**src/rtl/multicycle_control_fsm.sv**
```systemverilog
// Multicycle control unit for a small RV32 subset: sequences fetch/decode/execute/memory/writeback,
// drives ALU control and operand selects, and bounds every memory wait with a timeout trap.
module multicycle_control_fsm #(
  parameter int unsigned MEM_TIMEOUT = 16,
  parameter bit          TIMEOUT_EN  = 1'b1
) (
  input  logic        clk,
  input  logic        rst,
  input  logic [31:0] instr,
  input  logic        comp,
  input  logic        mem_ready,
  output logic [2:0]  alu_control,
  output logic [1:0]  alu_src_a,
  output logic [1:0]  alu_src_b,
  output logic [1:0]  imm_sel,
  output logic [1:0]  result_src,
  output logic        pc_src,
  output logic        pc_write,
  output logic        ir_write,
  output logic        reg_write,
  output logic        mem_read,
  output logic        mem_write,
  output logic        adr_src,
  output logic        illegal,
  output logic        timeout,
  output logic [3:0]  state
);

  localparam int unsigned      CNT_W    = $clog2(MEM_TIMEOUT + 1);
  localparam logic [CNT_W-1:0] CNT_LAST = CNT_W'(MEM_TIMEOUT - 1);

  localparam logic [6:0] OP_R      = 7'b0110011;
  localparam logic [6:0] OP_IMM    = 7'b0010011;
  localparam logic [6:0] OP_LOAD   = 7'b0000011;
  localparam logic [6:0] OP_STORE  = 7'b0100011;
  localparam logic [6:0] OP_BRANCH = 7'b1100011;
  localparam logic [6:0] OP_LUI    = 7'b0110111;

  typedef enum logic [3:0] {
    S_FETCH    = 4'd0,
    S_DECODE   = 4'd1,
    S_EXEC_R   = 4'd2,
    S_EXEC_I   = 4'd3,
    S_EXEC_LUI = 4'd4,
    S_WB_ALU   = 4'd5,
    S_MEM_ADDR = 4'd6,
    S_MEM_RD   = 4'd7,
    S_WB_MEM   = 4'd8,
    S_MEM_WR   = 4'd9,
    S_BRANCH   = 4'd10,
    S_TRAP     = 4'd11
  } state_t;

  state_t           state_q, state_d, decode_target;
  logic [CNT_W-1:0] cnt_q, cnt_d;
  logic             illegal_q, illegal_d;
  logic             timeout_q, timeout_d;
  logic             pc_write_c, ir_write_c;
  logic             mem_wait;

  logic [2:0] alu_control_q, alu_control_d;
  logic [1:0] alu_src_a_q, alu_src_a_d;
  logic [1:0] alu_src_b_q, alu_src_b_d;
  logic [1:0] imm_sel_q, imm_sel_d;
  logic [1:0] result_src_q, result_src_d;
  logic       pc_src_q, pc_src_d;
  logic       reg_write_q, reg_write_d;
  logic       mem_read_q, mem_read_d;
  logic       mem_write_q, mem_write_d;
  logic       adr_src_q, adr_src_d;

  logic [6:0] opcode, funct7;
  logic [2:0] funct3;
  logic [4:0] rs2;
  logic       is_store;
  logic [2:0] alu_from_f3;
  logic       unused_instr_bits;

  assign opcode            = instr[6:0];
  assign funct3            = instr[14:12];
  assign funct7            = instr[31:25];
  assign rs2               = instr[24:20];
  assign is_store          = (opcode == OP_STORE);
  assign unused_instr_bits = ^{instr[19:15], instr[11:7]};

  // R/I-type ALU op from funct3: add, sll, and
  always_comb begin
    alu_from_f3 = 3'b000;
    case (funct3)
      3'b001:  alu_from_f3 = 3'b001;
      3'b111:  alu_from_f3 = 3'b010;
      default: alu_from_f3 = 3'b000;
    endcase
  end

  // Opcode/funct dispatch out of DECODE; anything unsupported traps
  always_comb begin
    decode_target = S_TRAP;
    case (opcode)
      OP_R: begin
        if (funct7 == 7'd0 && (funct3 == 3'b000 || funct3 == 3'b001 || funct3 == 3'b111))
          decode_target = S_EXEC_R;
      end
      OP_IMM: begin
        if (funct3 == 3'b000 || funct3 == 3'b111 || (funct3 == 3'b001 && funct7 == 7'd0))
          decode_target = S_EXEC_I;
      end
      OP_LOAD, OP_STORE: begin
        if (funct3 == 3'b010) decode_target = S_MEM_ADDR;
      end
      OP_BRANCH: begin
        if (funct3 == 3'b101 || (funct3 == 3'b001 && rs2 == 5'd0)) decode_target = S_BRANCH;
      end
      OP_LUI:  decode_target = S_EXEC_LUI;
      default: decode_target = S_TRAP;
    endcase
  end

  always_comb begin
    state_d    = state_q;
    cnt_d      = cnt_q;
    illegal_d  = illegal_q;
    timeout_d  = timeout_q;
    pc_write_c = 1'b0;
    ir_write_c = 1'b0;
    mem_wait   = 1'b0;
    case (state_q)
      S_FETCH: begin
        if (mem_ready) begin
          ir_write_c = 1'b1;
          pc_write_c = 1'b1;
          state_d    = S_DECODE;
        end else begin
          mem_wait = 1'b1;
        end
      end
      S_DECODE: begin
        state_d = decode_target;
        if (decode_target == S_TRAP) illegal_d = 1'b1;
      end
      S_EXEC_R, S_EXEC_I, S_EXEC_LUI: state_d = S_WB_ALU;
      S_WB_ALU, S_WB_MEM:             state_d = S_FETCH;
      S_MEM_ADDR: state_d = is_store ? S_MEM_WR : S_MEM_RD;
      S_MEM_RD: begin
        if (mem_ready) state_d = S_WB_MEM;
        else           mem_wait = 1'b1;
      end
      S_MEM_WR: begin
        if (mem_ready) state_d = S_FETCH;
        else           mem_wait = 1'b1;
      end
      S_BRANCH: begin
        pc_write_c = comp;
        state_d    = S_FETCH;
      end
      S_TRAP:  state_d = S_TRAP;
      default: state_d = S_FETCH;
    endcase

    // A ready in the limit cycle never reaches this path, so mem_ready wins the tie
    if (mem_wait) begin
      if (TIMEOUT_EN && cnt_q == CNT_LAST) begin
        state_d   = S_TRAP;
        timeout_d = 1'b1;
      end else if (cnt_q != '1) begin
        cnt_d = cnt_q + CNT_W'(1);
      end
    end

    if ((state_d == S_FETCH || state_d == S_MEM_RD || state_d == S_MEM_WR) && state_d != state_q)
      cnt_d = '0;
  end

  // Moore outputs for the state being entered, so they come straight from flops
  always_comb begin
    alu_control_d = 3'b000;
    alu_src_a_d   = 2'b00;
    alu_src_b_d   = 2'b00;
    imm_sel_d     = 2'b00;
    result_src_d  = 2'b00;
    pc_src_d      = 1'b0;
    reg_write_d   = 1'b0;
    mem_read_d    = 1'b0;
    mem_write_d   = 1'b0;
    adr_src_d     = 1'b0;
    case (state_d)
      S_FETCH: begin
        mem_read_d  = 1'b1;
        alu_src_b_d = 2'b10;
      end
      S_DECODE: begin
        alu_src_a_d = 2'b01;
        alu_src_b_d = 2'b01;
        imm_sel_d   = 2'b10;
      end
      S_EXEC_R: begin
        alu_src_a_d   = 2'b10;
        alu_control_d = alu_from_f3;
      end
      S_EXEC_I: begin
        alu_src_a_d   = 2'b10;
        alu_src_b_d   = 2'b01;
        alu_control_d = alu_from_f3;
      end
      S_EXEC_LUI: begin
        alu_src_b_d   = 2'b01;
        imm_sel_d     = 2'b11;
        alu_control_d = 3'b101;
      end
      S_WB_ALU: reg_write_d = 1'b1;
      S_MEM_ADDR: begin
        alu_src_a_d = 2'b10;
        alu_src_b_d = 2'b01;
        imm_sel_d   = is_store ? 2'b01 : 2'b00;
      end
      S_MEM_RD: begin
        mem_read_d = 1'b1;
        adr_src_d  = 1'b1;
      end
      S_WB_MEM: begin
        reg_write_d  = 1'b1;
        result_src_d = 2'b01;
      end
      S_MEM_WR: begin
        mem_write_d = 1'b1;
        adr_src_d   = 1'b1;
      end
      S_BRANCH: begin
        alu_src_a_d   = 2'b10;
        alu_control_d = (funct3 == 3'b101) ? 3'b100 : 3'b011;
        pc_src_d      = 1'b1;
      end
      default: ;
    endcase
  end

  always_ff @(posedge clk or posedge rst) begin
    if (rst) begin
      state_q       <= S_FETCH;
      cnt_q         <= '0;
      illegal_q     <= 1'b0;
      timeout_q     <= 1'b0;
      // Reset values equal the FETCH decode
      alu_control_q <= 3'b000;
      alu_src_a_q   <= 2'b00;
      alu_src_b_q   <= 2'b10;
      imm_sel_q     <= 2'b00;
      result_src_q  <= 2'b00;
      pc_src_q      <= 1'b0;
      reg_write_q   <= 1'b0;
      mem_read_q    <= 1'b1;
      mem_write_q   <= 1'b0;
      adr_src_q     <= 1'b0;
    end else begin
      state_q       <= state_d;
      cnt_q         <= cnt_d;
      illegal_q     <= illegal_d;
      timeout_q     <= timeout_d;
      alu_control_q <= alu_control_d;
      alu_src_a_q   <= alu_src_a_d;
      alu_src_b_q   <= alu_src_b_d;
      imm_sel_q     <= imm_sel_d;
      result_src_q  <= result_src_d;
      pc_src_q      <= pc_src_d;
      reg_write_q   <= reg_write_d;
      mem_read_q    <= mem_read_d;
      mem_write_q   <= mem_write_d;
      adr_src_q     <= adr_src_d;
    end
  end

  // Strobes are masked by rst directly so they drop the moment reset asserts
  assign pc_write    = pc_write_c & ~rst;
  assign ir_write    = ir_write_c & ~rst;
  assign reg_write   = reg_write_q & ~rst;
  assign mem_read    = mem_read_q & ~rst;
  assign mem_write   = mem_write_q & ~rst;
  assign alu_control = alu_control_q;
  assign alu_src_a   = alu_src_a_q;
  assign alu_src_b   = alu_src_b_q;
  assign imm_sel     = imm_sel_q;
  assign result_src  = result_src_q;
  assign pc_src      = pc_src_q;
  assign adr_src     = adr_src_q;
  assign illegal     = illegal_q;
  assign timeout     = timeout_q;
  assign state       = state_q;

endmodule
```
**config.mk**
```make
export PLATFORM = sky130hd
export DESIGN_NAME = multicycle_control_fsm
export DESIGN_NICKNAME = d
export VERILOG_FILES = /design/src/rtl/multicycle_control_fsm.sv
export SDC_FILE = /design/constraint.sdc
export NUM_CORES = 1
export LEC_CHECK = 0
export BUFFER_PORTS_ARGS = -buffer_cell sky130_fd_sc_hd__buf_2
export CELL_PAD_IN_SITES_DETAIL_PLACEMENT = 1
export CELL_PAD_IN_SITES_GLOBAL_PLACEMENT = 1
export CORE_ASPECT_RATIO = 1.2
export CORE_MARGIN = 3
export CORE_UTILIZATION = 39
export DETAILED_ROUTE_END_ITERATION = 10
export PLACE_DENSITY = 0.86
export REMOVE_ABC_BUFFERS = 1
export SLEW_MARGIN = 15
export SYNTH_ARGS = -nofsm -noshare
export SYNTH_HDL_FRONTEND = slang
export SYNTH_SLANG_ARGS = --single-unit
export TNS_END_PERCENT = 10
```
**constraint.sdc**
```tcl
create_clock -name clk -period 3.5 [get_ports clk]
set_input_delay 0.175 -clock clk [delete_from_list [all_inputs] [get_ports clk]]
set_output_delay 0.175 -clock clk [all_outputs]
set_load 0.01 [all_outputs]
```
==> results of run 1 <==
## worst min path at each step
stage	start	endpoint	slack, ps	cells after the start
after floorplan	rst	adr_src$_DFF_PP0_	220	1
after global placement	rst	alu_src_a[0]$_DFF_PP0_	300	3
after detailed placement	rst	reg_write_q$_DFF_PP0_	320	3
after CTS	rst	reg_write_q$_DFF_PP0_	30	3
after global routing	rst	state[3]$_DFF_PP0_	60	3
final	rst	state[3]$_DFF_PP0_	10	3
## critical path, cell delays in order, from the launching register on
cell,delay (ps)
dfrtp_1,400
ha_1,180
and3_1,190
ha_1,210
nor2b_1,260
a32oi_1,70
o21ai_0,210
a21oi_1,110
and2_4,220
or3_4,390
inv_2,80
a41oi_1,40
o21ai_1,140
## kinds of logic (layout without fill, tap and decap cells)
group / after synthesis / count (layout) / synth area share
muxes: 1 / 1 / 0.00578
buffers and inverters: 16 / 61 / 0.0412
DFF: 26 / 26 / 0.377
AOI/OAI and AO/OA: 47 / 47 / 0.205
adders and majority gates: 3 / 3 / 0.0217
xor gates and xnor gates: 5 / 5 / 0.0253
and+or+nand+nor: 89 / 89 / 0.322
other: 1 / 1 / 0.00217
## synth_stat cells (3+ instances only)
| cell type | instances |
|---|---|
| dfrtp_1 | 24 |
| inv_1 | 6 |
| nand2_1 | 12 |
| nand3_1 | 6 |
| or3_1 | 4 |
| a21oi_1 | 11 |
| nor2b_1 | 9 |
| nor3_1 | 3 |
| xnor2_1 | 3 |
| o21ai_0 | 10 |
| clkbuf_1 | 7 |
| and2_1 | 6 |
| nor2_1 | 11 |
| a21o_1 | 3 |
| nand2b_1 | 11 |
| o211ai_1 | 3 |
| nor3b_1 | 3 |
| or4b_1 | 3 |
| ha_1 | 3 |
## per-layer routing
metal  GRT usage  vias up  part of all wire
met5           0        -                 0
li1            -      765                 -
met3      0.0396       10             0.052
met1       0.212      761              0.41
met4      0.0569        0             0.023
met2       0.296       48              0.51
## cells in the final DEF (no fill, tap or decap), drive strengths merged, types with 4 or more instances in the layout
master / instances
nand2: 12
nand3: 6
and2: 7
nor2b: 9
o211ai: 4
nor2: 11
or3: 5
nand2b: 12
buf: 50
o21ai: 11
clkbuf: 4
a21oi: 12
dfrtp: 24
inv: 7
## cell type report
cell class	instances	area [um2]
fill	522	2030
sequential	26	653
inverter	7	26.3
clock buffer	4	55.1
tap	54	67.6
multi-input combinational	146	1010
timing repair buffer	50	255
## where the power goes
part / switching [mW] / internal, mW
combinational: 0.451 / 0.341
clock: 0.0919 / 0.101
sequential: 0.105 / 0.392
## state kept, by name, summed over array words and instances, names as in the netlist
name and cells:
adr_src 1, alu_src_a 2, mem_read_q 1, timeout 1
mem_write_q 1, alu_control 3, state 4, imm_sel 2
pc_src 1, result_src 1, cnt_q 5, illegal 1
alu_src_b 2, reg_write_q 1
==> flow_metrics.tcl, run 1 <==
set metrics [dict create \
    status "complete, no violations" \
    fin_skew_ps 1.93 \
    ctsResizeCount 0 \
    cts_inserted_buffers 3 \
    cts.sinks 26 \
    viasPerCell 5.52 \
    drcViolationCount 0 \
    syn_area_mm2 0.00173 \
    layout-drive-gt1-share 0.300 \
    ys_seq_area_frac 0.377 \
    syn-instance-count 188 \
    die_h_um 79.0 \
    min_path_type "primary input to async pin" \
    reg2regPathDepth 12 \
    cp_max_fo 6 \
    hold_viol 0 \
    yosys_warnings 0 \
    grt_max_degree 27 \
    area_growth_pct 19.2 \
    worst_skew_pair.late_latency_ps 270 \
    fmax_ghz 0.389 \
    fin_crit_sh 0.734 \
    p_leak_nw 0.988 \
    clk_pin_slew_ps 90 \
    antenna_found_initial 0 \
    synth_cell_types 58 \
    rsz0062_at_grt "no" \
    tns_ps 0 \
    start_util 0.422 \
    synth_top_cell_area_share 0.347 \
    synth_edf_count 0 \
    wirelength_um 4190 \
    dieArea_mm2 0.00528 \
    ys_seq_elements 26 \
    postLayoutCoreUtil 0.504 \
    antenna_cells 0 \
    grt.total_usage 0.173 \
    first_pass_iters 4 \
    grt_overflow_total 0 \
    rows 25 \
    max-slew-margin-rel 0.598 \
    finalCriticalPeriod_ps 2570 \
    stdcell_count 287 \
    max_cap_viol_count 0 \
    syn_area_per_cell_um2 9.20 \
    async_reset_ff_frac 1.00 \
    fin_area_mm2 0.00206 \
    grt_pass1_vias 1593 \
    power_density_mw_per_mm2 718 \
    maxSlewViolCount 0 \
    ys.flop_type "dfrtp_1" \
    synth.area.top_cells "dfrtp_1, nand2b_1, nor2b_1" \
    arrival_ps 2770 \
    postCtsHoldBufs 0 \
    dp.cells 283 \
    cts_max_level 1 \
    worstSetupPathType "flip-flop to flip-flop" \
    placed_cell_area_mm2 0.00201 \
    fp.dieW_um 66.8 \
    grt_pass1_wl_um 7200 \
    cp_data_required_time_ps 3700 \
    worst_slack_ps 929 \
    ir_worst_vdd_mv 0.396 \
    gp_congestion 0.774 \
    io_pins 60 \
    layout.nets 273 \
    post_cts_buffers 0 \
    wl_per_cell_um 14.6 \
    crit_end "alu_control[0]$_DFF_PP0_" \
    place_hpwl_um 3260 \
    regToRegSetupSlack_ps 930 \
    ant_nets 0 \
    start_kind "flip-flop" \
    critical_path.startpoint "cnt_q[0]$_DFFE_PP0P_" \
    synth_top_area_cell "dfrtp_1" \
    setup_viol 0 \
    dp_slack_ps 945 \
    drtIter0Drc 61 \
    core-area_mm2 0.00410 \
    cts_tree "done" \
    crit_path_end_kind "flip-flop" \
    port_buffers 48 \
    reg2reg_to "alu_control[0]$_DFF_PP0_" \
    hold_slack_ps 13.6 \
    r2r_start "cnt_q[0]$_DFFE_PP0P_" \
    p_total_mw 1.48 \
    cts-root-buf "clkbuf_8" \
    clockBufferDepth 2 \
    vias 1584 \
    worst_pin_slew_ps 594 \
]
Power figures use the tool's default switching activity.
==> inputs of run 2 (changes only) <==
--- a/config.mk
+++ b/config.mk
@@ -5,14 +5,15 @@
 export SDC_FILE = /design/constraint.sdc
 export NUM_CORES = 1
 export LEC_CHECK = 0
+export ABC_AREA = 1
 export BUFFER_PORTS_ARGS = -buffer_cell sky130_fd_sc_hd__buf_2
 export CELL_PAD_IN_SITES_DETAIL_PLACEMENT = 1
 export CELL_PAD_IN_SITES_GLOBAL_PLACEMENT = 1
 export CORE_ASPECT_RATIO = 1.2
 export CORE_MARGIN = 3
-export CORE_UTILIZATION = 39
+export CORE_UTILIZATION = 31
 export DETAILED_ROUTE_END_ITERATION = 10
-export PLACE_DENSITY = 0.86
+export PLACE_DENSITY = 0.77
 export REMOVE_ABC_BUFFERS = 1
 export SLEW_MARGIN = 15
 export SYNTH_ARGS = -nofsm -noshare
==> constraint.sdc (replaced) <==
create_clock -name clk -period 2.3 [get_ports clk]
set_input_delay 0.115 -clock clk [delete_from_list [all_inputs] [get_ports clk]]
set_output_delay 0.115 -clock clk [all_outputs]
set_load 0.01 [all_outputs]
==> run 2 against run 1 <==
  * Area after synthesis down 1.5%
  * Non-clock buffer count did not move
  * Sequential power rose by 34%
  * Hold slack better by 110 ps
  * Highest routed layer unchanged
==> flow_metrics.tcl, run 2 <==
set metrics [dict create \
    critical_path.startpoint "cnt_q[0]$_DFFE_PP0P_" \
    wl_per_cell_um 12.6 \
    grtUsageMet3 0.0266 \
    cts-root-buf "clkbuf_8" \
    fin_skew_ps 8.80 \
    drtIter0Drc 33 \
    synth_cell_types 35 \
    cts_inserted_buffers 3 \
    top_register "cnt_q" \
    ctsResizeCount 0 \
    max_cap_viol_count 0 \
    wirelength_um 4370 \
    core-area_mm2 0.00511 \
    start_util 0.333 \
    rsz0062_at_grt "no" \
    synth.area.top_cells "dfrtp_1, nand2_1, inv_1" \
    worstSetupPathType "flip-flop to flip-flop" \
    syn_area_per_cell_um2 7.28 \
    arrival_ps 2260 \
    rows 28 \
    cp_data_required_time_ps 2510 \
    clockBufferDepth 2 \
    fmax_ghz 0.489 \
    finalCriticalPeriod_ps 2040 \
    synth_top_area_cell "dfrtp_1" \
    grt_max_degree 24 \
    use_met1 0.177 \
    antenna_found_initial 0 \
    die_h_um 87.2 \
    syn-instance-count 234 \
    min-delay-start "instr[13]" \
    yosys-top-cells-count "nand2_1, inv_1, nor2_1" \
    postCtsHoldBufs 1 \
    final_common_cell "buf_2" \
    grt_pass1_vias 1694 \
    min_path_type "primary input to flip-flop" \
    grt-busiest-layer "met2" \
    vias 1674 \
    clk_pin_slew_ps 100 \
    async_reset_ff_frac 1.00 \
    viasPerCell 4.84 \
    area_growth_pct 22.6 \
    crit_path_end_kind "flip-flop" \
    grt.total_usage 0.148 \
    layout_common_cells "buf_2, nand2_1, inv_1" \
    maxSlewViolCount 0 \
    io_pins 60 \
    status "complete, no violations" \
    dieArea_mm2 0.00643 \
    ir_worst_vdd_mv 0.297 \
    place_hpwl_um 3580 \
    yosysMostFrequentCell "nand2_1" \
    r2r_start "cnt_q[0]$_DFFE_PP0P_" \
    ys.flop_type "dfrtp_1" \
    largest_register_ffs 5 \
    placed_cell_area_mm2 0.00201 \
    use_met2 0.271 \
    yosys_warnings 0 \
    worst_skew_pair.late_latency_ps 280 \
    p_total_mw 2.20 \
    first_pass_iters 4 \
    grt_pass1_wl_um 7540 \
    ys_seq_area_frac 0.383 \
    gp_congestion 0.793 \
    synth_top_cell_area_share 0.352 \
    p_leak_nw 1.21 \
    layout.nets 326 \
    antenna_cells 0 \
    cts_tree "done" \
    syn_area_mm2 0.00170 \
    start_kind "flip-flop" \
    post_cts_buffers 0 \
    ant_nets 0 \
    power_density_mw_per_mm2 1050 \
    tns_ps 0 \
    drcViolationCount 0 \
    hold_slack_ps 123 \
    cts.sinks 26 \
    fin_area_mm2 0.00209 \
    layout-drive-gt1-share 0.329 \
    fp.dieW_um 73.7 \
    port_buffers 48 \
    ys_seq_elements 26 \
    cts_max_level 1 \
    hold_viol 0 \
    synth_edf_count 0 \
    setup_viol 0 \
    grt_overflow_total 0 \
    fin_crit_sh 0.889 \
    cp_max_fo 9 \
]
run 2: cell types whose count changed after synthesis, moves of 11 or more:
cell / previous run / this run
nand2_2: 0 / 12
nand3_1: 6 / 18
nor2_1: 11 / 31
nand2b_1: 11 / 0
inv_1: 6 / 34
nand2_1: 12 / 45
run 2: per-layer routing:
layer,vias to the layer above,share of wire
met1,791,0.41
met5,-,0
met3,4,0.058
met4,0,0.0069
met2,42,0.53
li1,837,-
run 2: area by class of cell:
class / count / area [um2]
Tap cell: 60 / 75.1
Timing Repair Buffer: 50 / 258
Multi-Input combinational cell: 163 / 871
Clock inverter: 1 / 30.0
Inverter: 43 / 161
Fill cell: 668 / 3030
Clock buffer: 3 / 41.3
Sequential cell: 26 / 653
run 2: where the power goes:
group	leakage (nW)	internal [mW]	switching, mW	total, mW
Sequential	0.339	0.583	0.0823	0.665
Combinational	0.839	0.377	0.770	1.15
Clock	0.0357	0.233	0.154	0.387
Total	1.21	1.19	1.01	2.20
run 2: worst max-delay path, cell delays in order, from the launching register on:
cell and delay (ps):
dfrtp_1 420, ha_1 220, and3_1 200, ha_1 230, nand2_4 150, inv_2 60, a21oi_2 190, nor2_1 110
nand2_2 90, nand3_2 130, a21oi_1 160
run 2: path summary, 6_finish.rpt:
kind	slack [ps]	endpoint	cells past startpoint
min in group asynchronous	300	reg_write_q$_DFF_PP0_	3
min	120	alu_control[1]$_DFF_PP0_	3
max reg2reg	260	cnt_q[3]$_DFFE_PP0P_	10
max	260	cnt_q[3]$_DFFE_PP0P_	10
min reg2reg	490	timeout$_DFFE_PP0P_	1
max in group asynchronous	1430	mem_read_q$_DFF_PP1_	4
run 2: cell families after synthesis:
family                   share of synthesized area
buffers and inverters                        0.106
other                                      0.00220
adder cells (fa/ha/maj)                     0.0220
XOR/XNOR                                    0.0154
flip-flops                                   0.383
AND/OR/NAND/NOR                              0.400
AO/OA/AOI/OAI                               0.0712
run 2: per-stage QoR:
step,instances,util,worst slack (ps)
5_1_grt,346,0.409,22.8
4_1_cts,346,0.409,252
2_1_floorplan,232,-,540
3_5_place_dp,341,0.393,267
6_report,346,0.409,255
3_3_place_gp,341,0.393,329
==> inputs of run 3 (changes only) <==
--- a/config.mk
+++ b/config.mk
@@ -11,9 +11,10 @@
 export CELL_PAD_IN_SITES_GLOBAL_PLACEMENT = 1
 export CORE_ASPECT_RATIO = 1.2
 export CORE_MARGIN = 3
-export CORE_UTILIZATION = 31
+export CORE_UTILIZATION = 36
+export CTS_BUF_LIST = sky130_fd_sc_hd__clkbuf_2
 export DETAILED_ROUTE_END_ITERATION = 10
-export PLACE_DENSITY = 0.77
+export PLACE_DENSITY = 0.84
 export REMOVE_ABC_BUFFERS = 1
 export SLEW_MARGIN = 15
 export SYNTH_ARGS = -nofsm -noshare
==> constraint.sdc (replaced) <==
create_clock -name clk -period 1.89 [get_ports clk]
set_input_delay 0.0945 -clock clk [delete_from_list [all_inputs] [get_ports clk]]
set_output_delay 0.0945 -clock clk [all_outputs]
set_load 0.01 [all_outputs]
==> run 3 against run 2 <==
  * The run now ends with setup timing left
  * Critical path depth rose by 3
  * Worst setup slack got worse by 330 ps
  * Clock skew fell by 2.6 ps
  * Core utilization rose by 17 points
  * Via count rose by 11%
  * Wire length rose by 39%
  * Maximum frequency rose by 3.8%
  * Global-route usage rose by 4.4 points
  * Largest power group unchanged
==> flow_metrics.tcl, run 3 (synthesis results as in run 2) <==
set metrics [dict create \
    status "finished with violations" \
    violations "setup timing" \
    cts-root-buf "clkbuf_2" \
    wirelength_um 6100 \
    regToRegSetupSlack_ps -80 \
    largest_register_ffs 5 \
    min-delay-start "instr[12]" \
    clk_pin_slew_ps 270 \
    start_util 0.385 \
    maxSlewViolCount 0 \
    io_pins 60 \
    rows 26 \
    layout_common_cells "buf_2, nand2_1, inv_1" \
    gp_congestion 0.814 \
    arrival_ps 2290 \
    drtIter0Drc 57 \
    hold_path_end "alu_control[1]$_DFF_PP0_" \
    worstSetupPathType "flip-flop to flip-flop" \
    placed_cell_area_mm2 0.00211 \
    ir_worst_vdd_mv 0.485 \
    wl_per_cell_um 16.5 \
    area_growth_pct 49.6 \
    grt_max_degree 16 \
    finalCriticalPeriod_ps 1970 \
    worst_slack_ps -79.1 \
    start_kind "flip-flop" \
    dp.cells 351 \
    first_pass_iters 4 \
    place_hpwl_um 3830 \
    drcViolationCount 0 \
    stdcell_count 370 \
    fin_skew_ps 6.16 \
    grt_pass1_wl_um 8140 \
    postLayoutCoreUtil 0.576 \
    ant_nets 0 \
    p_leak_nw 1.40 \
    cts_inserted_buffers 3 \
    grt.total_usage 0.191 \
    max-slew-margin-rel 0.646 \
    reg2regPathDepth 13 \
    fp.dieW_um 68.8 \
    core-area_mm2 0.00442 \
    cts.sinks 26 \
    clockBufferDepth 2 \
    layout-drive-gt1-share 0.490 \
    worst_pin_slew_ps 530 \
    cp_max_fo 5 \
    crit_path_end_kind "flip-flop" \
    layout.nets 354 \
    top_register "cnt_q" \
    viasPerCell 5.02 \
    cts_max_level 1 \
    antenna_cells 0 \
    fin_area_mm2 0.00255 \
    hold_viol 0 \
    hold_path_depth 3 \
    antenna_found_initial 0 \
    vias 1856 \
    worst_skew_pair.late_latency_ps 360 \
    final_common_cell "buf_2" \
    rsz0062_at_grt "yes" \
    grt_pass1_vias 1835 \
    r2r_start "state[0]$_DFF_PP0_" \
    die_h_um 81.4 \
    min_path_type "primary input to flip-flop" \
    grt_overflow_total 0 \
    cp_data_required_time_ps 2210 \
    power_density_mw_per_mm2 1460 \
    fmax_ghz 0.508 \
    cts_tree "done" \
    port_buffers 48 \
    dieArea_mm2 0.00560 \
    reg2reg_to "cnt_q[3]$_DFFE_PP0P_" \
    fin_crit_sh 1.04 \
    max_cap_viol_count 0 \
    setup_viol 10 \
]
[run 3: changes by cell type in the layout (fill, tap and decap cells not counted), sizes merged]
cell / before / now
buf: 49 / 74
dlygate4sd3: 1 / 3
nand2: 58 / 59
[run 3: worst max path at each step]
stage | startpoint | end | slack (ps) | cells after the start
floorplan | cnt_q[0]$_DFFE_PP0P_ | cnt_q[0]$_DFFE_PP0P_ | 130 | 10
global placement | cnt_q[0]$_DFFE_PP0P_ | cnt_q[1]$_DFFE_PP0P_ | -3 | 9
detailed placement | cnt_q[0]$_DFFE_PP0P_ | cnt_q[4]$_DFFE_PP0P_ | -70 | 10
CTS | state[1]$_DFF_PP0_ | alu_control[0]$_DFF_PP0_ | -20 | 10
global route | state[3]$_DFF_PP0_ | alu_src_a[1]$_DFF_PP0_ | -190 | 12
finish | state[0]$_DFF_PP0_ | cnt_q[3]$_DFFE_PP0P_ | -80 | 13
[run 3: critical path, stage by stage, from the launching register on]
cell and delay, ps:
dfrtp_2 550, inv_4 100, nor2_1 50, nand2_1 130
nand3_2 120, nand2_4 100, inv_4 60, nand2_8 100
inv_4 50, a21oi_4 240, nor2_4 50, nand2_2 100
nand3_4 110, a21oi_2 150
[run 3: cell type report]
cell class	instances	area (um2)
fillers	554	1880
multi-input cells	164	1110
flip-flops and latches	26	657
repair buffers	77	493
inverters	43	169
well taps	56	70.1
clock inverters	1	30.0
clock buffers	3	15.0
[run 3: power breakdown]
part           leakage [nW]  internal [mW]  switching, mW
sequential            0.335          0.716          0.122
clock                0.0266          0.182          0.181
combinational          1.03           1.01           1.52
[run 3: metal layers]
| metal | track usage | routed length, um |
|---|---|---|
| met5 | 0 | 0 |
| met1 | 0.212 | 2300 |
| met3 | 0.0166 | 202 |
| met2 | 0.362 | 3490 |
| met4 | 0.0760 | 98 |
[run 3: repair_timing]
action / in CTS / in global routing
gates cloned: 1 / 0
setup endpoints to repair: 13 / 15
hold endpoints to repair: 12 / 1
setup buffers: 3 / 8
pin swaps: 7 / 19
resized for setup: 20 / 42
hold buffers: 2 / 1
[run 3: through the flow]
stage               worst slack [ps]  TNS [ps]  total power, mW  hold WS (ps)
detailed placement             -66.5      -319             2.41           199
CTS                            -19.0     -19.0             2.99          7.16
global route                    -191     -1720             3.96         -10.6
finish                         -79.1      -514             3.73          12.8
floorplan                        130         0             1.80           133
global placement               -2.76     -4.94             2.35           167
